## config.mk

```make
export PLATFORM = sky130hd
export DESIGN_NAME = event_window_counter
export DESIGN_NICKNAME = d
export VERILOG_FILES = /design/src/rtl/event_window_counter.sv
export SDC_FILE = /design/constraint.sdc
export NUM_CORES = 1
export LEC_CHECK = 0
export CORE_UTILIZATION = 40
export CTS_BUF_LIST = sky130_fd_sc_hd__clkbuf_16
export DETAILED_ROUTE_END_ITERATION = 8
export GPL_TIMING_DRIVEN = 0
export PLACE_DENSITY_LB_ADDON = 0.05
export SYNTH_ARGS = -nofsm -noshare
export SYNTH_HDL_FRONTEND = slang
export SYNTH_SLANG_ARGS = --single-unit
```

## constraint.sdc

```tcl
create_clock -name CLK -period 2.9 [get_ports CLK]
set_input_delay 0.435 -clock CLK [delete_from_list [all_inputs] [get_ports CLK]]
set_output_delay 0.435 -clock CLK [all_outputs]
set_load 0.02 [all_outputs]
```

## src/rtl/event_window_counter.sv

```systemverilog
// Counts rising edges of In1 over fixed windows of WIN_LEN cycles and hands each
// window's total to a consumer through a Valid/Ready register with overrun tracking.
module event_window_counter #(
    parameter int unsigned CNT_W   = 8,
    parameter int unsigned WIN_LEN = 16
) (
    input  logic             CLK,
    input  logic             RST,
    input  logic             En,
    input  logic             In1,
    input  logic             Ready,
    output logic [CNT_W-1:0] Count,
    output logic             Valid,
    output logic             Sat,
    output logic             Overrun,
    output logic             Busy
);

    localparam int unsigned        TMR_W    = $clog2(WIN_LEN);
    localparam logic [TMR_W-1:0]   TMR_LAST = TMR_W'(WIN_LEN - 1);
    localparam logic [CNT_W-1:0]   CNT_MAX  = '1;

    typedef enum logic {StIdle, StRun} state_e;

    state_e             state_q, state_d;
    logic [TMR_W-1:0]   timer_q, timer_d;
    logic [CNT_W-1:0]   acc_q, acc_d;
    logic [CNT_W-1:0]   count_q, count_d;
    logic               acc_sat_q, acc_sat_d;
    logic               prev_q, prev_d;
    logic               valid_q, valid_d;
    logic               sat_q, sat_d;
    logic               overrun_q, overrun_d;
    logic               busy_q, busy_d;

    logic               evt;
    logic               acc_full;
    logic               win_close;

    always_comb begin
        evt       = In1 & ~prev_q;
        acc_full  = (acc_q == CNT_MAX);
        win_close = (state_q == StRun) && (timer_q == TMR_LAST);

        prev_d    = In1;
        state_d   = En ? StRun : StIdle;
        busy_d    = (state_d == StRun);

        // Timer and accumulator fall back to zero whenever not actively counting.
        timer_d   = '0;
        acc_d     = '0;
        acc_sat_d = 1'b0;

        count_d   = count_q;
        sat_d     = sat_q;
        valid_d   = valid_q;
        overrun_d = overrun_q;

        if (valid_q && Ready) begin
            valid_d   = 1'b0;
            overrun_d = 1'b0;
        end

        if (win_close) begin
            count_d   = (evt && !acc_full) ? acc_q + 1'b1 : acc_q;
            sat_d     = acc_sat_q | (evt & acc_full);
            valid_d   = 1'b1;
            overrun_d = valid_q & ~Ready;
        end else if (state_q == StRun && En) begin
            timer_d   = timer_q + 1'b1;
            acc_d     = (evt && !acc_full) ? acc_q + 1'b1 : acc_q;
            acc_sat_d = acc_sat_q | (evt & acc_full);
        end
    end

    always_ff @(posedge CLK) begin
        if (RST) begin
            state_q   <= StIdle;
            timer_q   <= '0;
            acc_q     <= '0;
            acc_sat_q <= 1'b0;
            prev_q    <= 1'b0;
            count_q   <= '0;
            valid_q   <= 1'b0;
            sat_q     <= 1'b0;
            overrun_q <= 1'b0;
            busy_q    <= 1'b0;
        end else begin
            state_q   <= state_d;
            timer_q   <= timer_d;
            acc_q     <= acc_d;
            acc_sat_q <= acc_sat_d;
            prev_q    <= prev_d;
            count_q   <= count_d;
            valid_q   <= valid_d;
            sat_q     <= sat_d;
            overrun_q <= overrun_d;
            busy_q    <= busy_d;
        end
    end

    assign Count   = count_q;
    assign Valid   = valid_q;
    assign Sat     = sat_q;
    assign Overrun = overrun_q;
    assign Busy    = busy_q;

endmodule
```

Word level (Yosys, flattened, before mapping)
Cells that the tools add are included.
Word-level totals
  register bits after elaboration: 26
  input port bits: 5
  output and inout port bits: 12
  logic and storage cells: 32
Operators by class
  add/subtract/negate cells: 2
  equal/unequal tests: 2
  mux-type cells: 5
  bitwise gates (word level): 7
  reduce and logical (&&, ||, !) cells: 7
Operator list (count)
  $add A8 B1 Y8 const B: 1
  $eq A8 B8 Y1 const B: 1
  $mux W8: 1
  $add A4 B1 Y4 const B: 1
  $eq A4 B4 Y1 const B: 1
  $logic_and A1 B1 Y1: 4
  $mux W1: 4
  $and A1 B1 Y1: 3
  $not A1 Y1: 3
  $reduce_or A3 Y1: 1
  $reduce_bool A2 Y1: 1
  $logic_not A1 Y1: 1
  $or A1 B1 Y1: 1

Logic depth before layout (Yosys ltp)
  depth after elaboration: 4
  depth in mapped cells: 6
  depth with buffers taken out: 5

Worst setup path after synthesis
No wires, ideal clock.
  kind: register to register
  start point: register acc_q[0]
  end point: register count_q[5], in the netlist Count[5]
  setup time: 0.088 ns
  data arrival time: 1.428 ns
  data required time: 2.812 ns
  path slack: 1.384 ns
  cell stages (with the launch flop): 6
  buffers on the path: 0
  clock period less this slack: 1.516 ns
  cells stage by stage: dfxtp_1 ha_1 nand3_1 nor2_1 or4_4 a311oi_2
On the way
  word-level cells in the longest chain between the ends: 4
  elaborated cells on any way between the ends: 5
  those cells by class: add/sub: 1; eq/ne: 1; mux: 1; reduce/logical: 2
RTL lines
  start, declared: RTL line 27  | logic [CNT_W-1:0] acc_q, acc_d;
  start signal, assigned: RTL line 80  | acc_q <= '0;
  start signal, assigned: RTL line 91  | acc_q <= acc_d;
  branches (longest 3 deep; another with $add A8 B1 Y8)
  $mux W8 (*)
  end signal, assigned: RTL line 94  | count_q <= count_d;
  end, declared: RTL line 28  | logic [CNT_W-1:0] count_q, count_d;
Mark *: on every way between the ends.
A chain may end at the register's enable or synchronous reset.

Final worst setup path
  start point: input In1
  end point: register count_q[5], in the netlist Count[5]
On the way
  word-level cells in the longest chain between the ends: 3
RTL lines
  start, declared: RTL line 10  | input logic In1,
  $and A1 B1 Y1: RTL line 41  | evt = In1 & ~prev_q;
  $logic_and A1 B1 Y1: RTL line 65  | count_d = (evt && !acc_full) ? acc_q + 1'b1 : acc_q;
  $mux W8
No other way between the ends.

==> results.md <==
* Antenna Violating Nets Remaining at 0
* Path type of the worst setup path: in2reg
* Fraction of final layout cells sized beyond drive strength 1 at 8.15%
* Period Utilization, post-route at 58.7%
* Wire length after detailed routing at 2000 um
* Antenna violations before repair at 0
* Highest clock rate at 588 MHz
* YS warnings at 0
* Netlist Area Pre-Place at 1050 sq um
* Count of pins over their slew limit at 0
* Reg clk slew, reported paths at 60 ps
* Placed cell areas at 1250 sq um
* Post-synthesis xor/xnor area fraction at 3.33%
* Total overflow reported by the global router at 0
* Final design area excluding fillers at 1330 sq um
* Total negative slack at 0 ps
* Leak at 0.446 nW
* Adder and majority cell fraction of the synthesized area at 2.38%
* Total number of clock tree sinks at 26
* Number of setup violations in the final report at 0
* Wire length of the first global-routing pass at 3330 um
* Maximum clock insertion buffer count at 2
* Share of the yosys chip area belonging to registers at 49.5%
* Area of the core at 2480 sq um
* Placement row count at 18
* # port buffers at 16
* All-layer global routing usage at 17.0%
* Power density cells at 518 nW/um^2
* Final weighted congestion in routability-driven placement at 0.825
* Crit path arrival time at 1880 ps
* Maximum number of pins on one net before global-route repair at 15
* Worst hold stages at 1
* R2r startpoint: timer_q[0]
* Unique cell type count in the Yosys netlist at 35
* Number of buffers and inverters on the critical path at 1
* Sw Ratio at 19.5%
* Detailed router's first-iteration violation count at 8
* Via count at 870
* RSZ-0062 raised after global routing: no
* Effective utilization at floorplan at 42.4%
* Share of synthesized area spent on multiplexers at 1.90%
* Post-route DRC violation count at 0
* Register-to-register path setup slack at 1230 ps
* P&R area growth vs syn at 26.3%
* Simple-gate area share of the yosys netlist at 24.0%
* Slowest CP cell: clkdlybuf4s50_1
* Endpoint of the lowest-slack register-to-register path: Count[1]
* CTS buffer count at 3
* Class of the most critical hold timing path: reg2reg
* CP Launch Type: primary input
* Average wire per cell in the routed design at 12.1 um
* Data required time at the worst endpoint at 3080 ps
* Highest net fanout along the worst path at 5
* Width of the chip at 53.3 um
* Post-synthesis net count at 122
* Hold buffers post-CTS at 0
* Worst hold endpoint: timer_q[0]
* CTS-repair resized insts at 0
* Final critical delay including setup and external delays at 1700 ps
* Flip-flop and latch count after synthesis at 26
* Library cell used as clock root buffer: clkbuf_16
* Die H at 53.3 um
* Area of the die at 2840 sq um
* Number of vias per cell after detailed routing at 5.27
* I/O pin cnt at 17
* Estimated wirelength of the detail-placed design at 1490 um
* Crit path max-delay family: simple AND/OR/NAND/NOR gates
* Post-synthesis compound-gate area fraction at 15.1%
* Internal Pwr Total at 554 uW
* Vias in the first global route at 757
* Run status: completed
* HP Start: timer_q[0]
* Clock tree from TritonCTS: built
* Final-report hold violation count at 0
* Kind of end point of the critical path: register
* Switch Pwr at 134 uW
* Number of nets at the end of the flow at 143
* Worst path cell trace: clkdlybuf4s50_1, and2b_2, nand2_2, or4_4, a311oi_2
* Count of H-tree levels built during CTS at 1
* Dominant combinational cell family by area after synthesis: simple AND/OR/NAND/NOR gates
* Slew at the pin closest to its max-slew limit at 489 ps
* Clock Power Share at 44.6%
* Clock insertion delay at the later pin of the skew report at 260 ps
* Largest incremental delay on the critical path at 480 ps
* Maximum vdd drop at 0.339 mV
* Router iterations before antenna repair at 4
* Mean area per synthesized cell at 9.14 sq um
* Total inserted antenna cells at 0
* Total number of cells along the worst setup path at 5
* Worst-case clock skew at 1.46 ps
* Max-cap viol count at 0
* Relative contribution of combinational cells to total power at 3.0%
* Reg power frac at 52.4%
* Instance count of the mapped netlist at 115
* Slew headroom at 67.4%
* Number of setup buffers added after CTS at 0
* Cell count of the worst reg-to-reg path at 6
-- registers in the layout, summed over array words and instances, names as in the netlist --
| signal | count |
|---|---|
| acc_sat_q | 1 |
| Overrun | 1 |
| prev_q | 1 |
| timer_q | 4 |
| acc_q | 8 |
| Busy | 1 |
| Valid | 1 |
| Count | 8 |
| Sat | 1 |
-- power by group through the flow --
stage                     combinational (mW)  sequential (mW)  clock (mW)
after floorplan                      0.00932            0.369           0
final                                 0.0204            0.360       0.307
after detailed placement              0.0209            0.369           0
after global placement                0.0205            0.368           0
after global routing                  0.0227            0.360       0.325
after CTS                             0.0211            0.360       0.317
-- metal layers --
layer  track usage (%)  share of wire [%]  up-vias
met5                 0                  0        -
met4              10.5                2.6        0
met3              2.59                3.3        5
met2              26.3                 45       14
met1              21.8                 49      400
li1                  -                  -      451
-- final cells by class --
cell class / count / area [sq um]
Buffer: 5 / 27.5
Clock buffer: 3 / 75.1
Clock inverter: 1 / 3.75
Fill cell: 243 / 1150
Inverter: 3 / 11.3
Multi-Input combinational cell: 81 / 492
Sequential cell: 26 / 520
Tap cell: 30 / 37.5
Timing Repair Buffer: 16 / 160
-- through the flow --
stage          setup WS (ps)  std cells  util (%)  power, mW  hold slack [ps]
6_report                1200        165      53.6      0.688              451
3_5_place_dp             923        161      50.4      0.389              442
3_3_place_gp             939        161      50.4      0.389              432
2_1_floorplan           1380        115         -      0.379              418
4_1_cts                 1180        165      53.6      0.699              457
5_1_grt                 1010        165      53.6      0.708              477
-- how the worst max path moves through the flow --
stage               startpoint       end  slack, ps
floorplan             acc_q[0]  Count[5]       1380
global route        timer_q[0]  Count[6]       1010
detailed placement         In1  Count[5]        920
global placement           In1  Count[5]        940
CTS                 timer_q[0]  Count[1]       1180
finish                     In1  Count[5]       1200
-- logic make-up after synthesis --
kind of cell / count (synthesis)
buffers and inverters: 8
adder cells (fa/ha/maj): 2
flip-flops: 26
multiplexers: 2
XOR/XNOR: 4
AO/OA/AOI/OAI: 23
AND/OR/NAND/NOR: 50
-- worst register-to-register path: stages (launching register included) --
cell and delay (ps):
dfxtp_1 350, ha_1 230, and4_1 200, clkbuf_1 260
buf_2 280, nor2_1 60, a211oi_1 200
-- synthesized netlist by cell type --
cell / instances / area (sq um)
and3_2: 1 / 7.51
a31oi_1: 1 / 6.26
clkbuf_1: 3 / 11.3
ha_1: 2 / 25.0
nor2_1: 22 / 82.6
o21ai_0: 3 / 15.0
nand4b_1: 1 / 8.76
inv_1: 3 / 11.3
a31o_2: 1 / 8.76
a2111oi_0: 2 / 17.5
nand2_1: 6 / 22.5
nand3_1: 4 / 20.0
nor2b_1: 2 / 12.5
and4_1: 2 / 17.5
nor3_1: 2 / 10.0
nand4_1: 2 / 12.5
buf_6: 1 / 11.3
nand2_2: 1 / 6.26
nand2b_1: 1 / 6.26
a211oi_1: 5 / 37.5
o211ai_1: 1 / 7.51
dfxtp_1: 26 / 521
a311oi_2: 1 / 15.0
and2b_2: 1 / 8.76
xor2_1: 2 / 17.5
xnor2_1: 2 / 17.5
a311oi_1: 1 / 8.76
or4_4: 1 / 11.3
a21oi_1: 7 / 35.0
and3_1: 1 / 6.26
mux2i_1: 2 / 20.0
or4_1: 1 / 7.51
o31ai_1: 1 / 7.51
or3_1: 2 / 12.5
buf_2: 1 / 5.00
-- placed cells by master (no fill, tap or decap), types with 3 or more instances in the layout --
cell type and instances:
nor2_1 22, inv_1 3, a211oi_1 5, clkbuf_1 3
o21ai_0 3, a21oi_1 7, clkdlybuf4s50_1 16, dfxtp_1 26
nand3_1 4, nand2_1 6, clkbuf_16 3
Note: power is estimated with default switching activity, not from simulation.
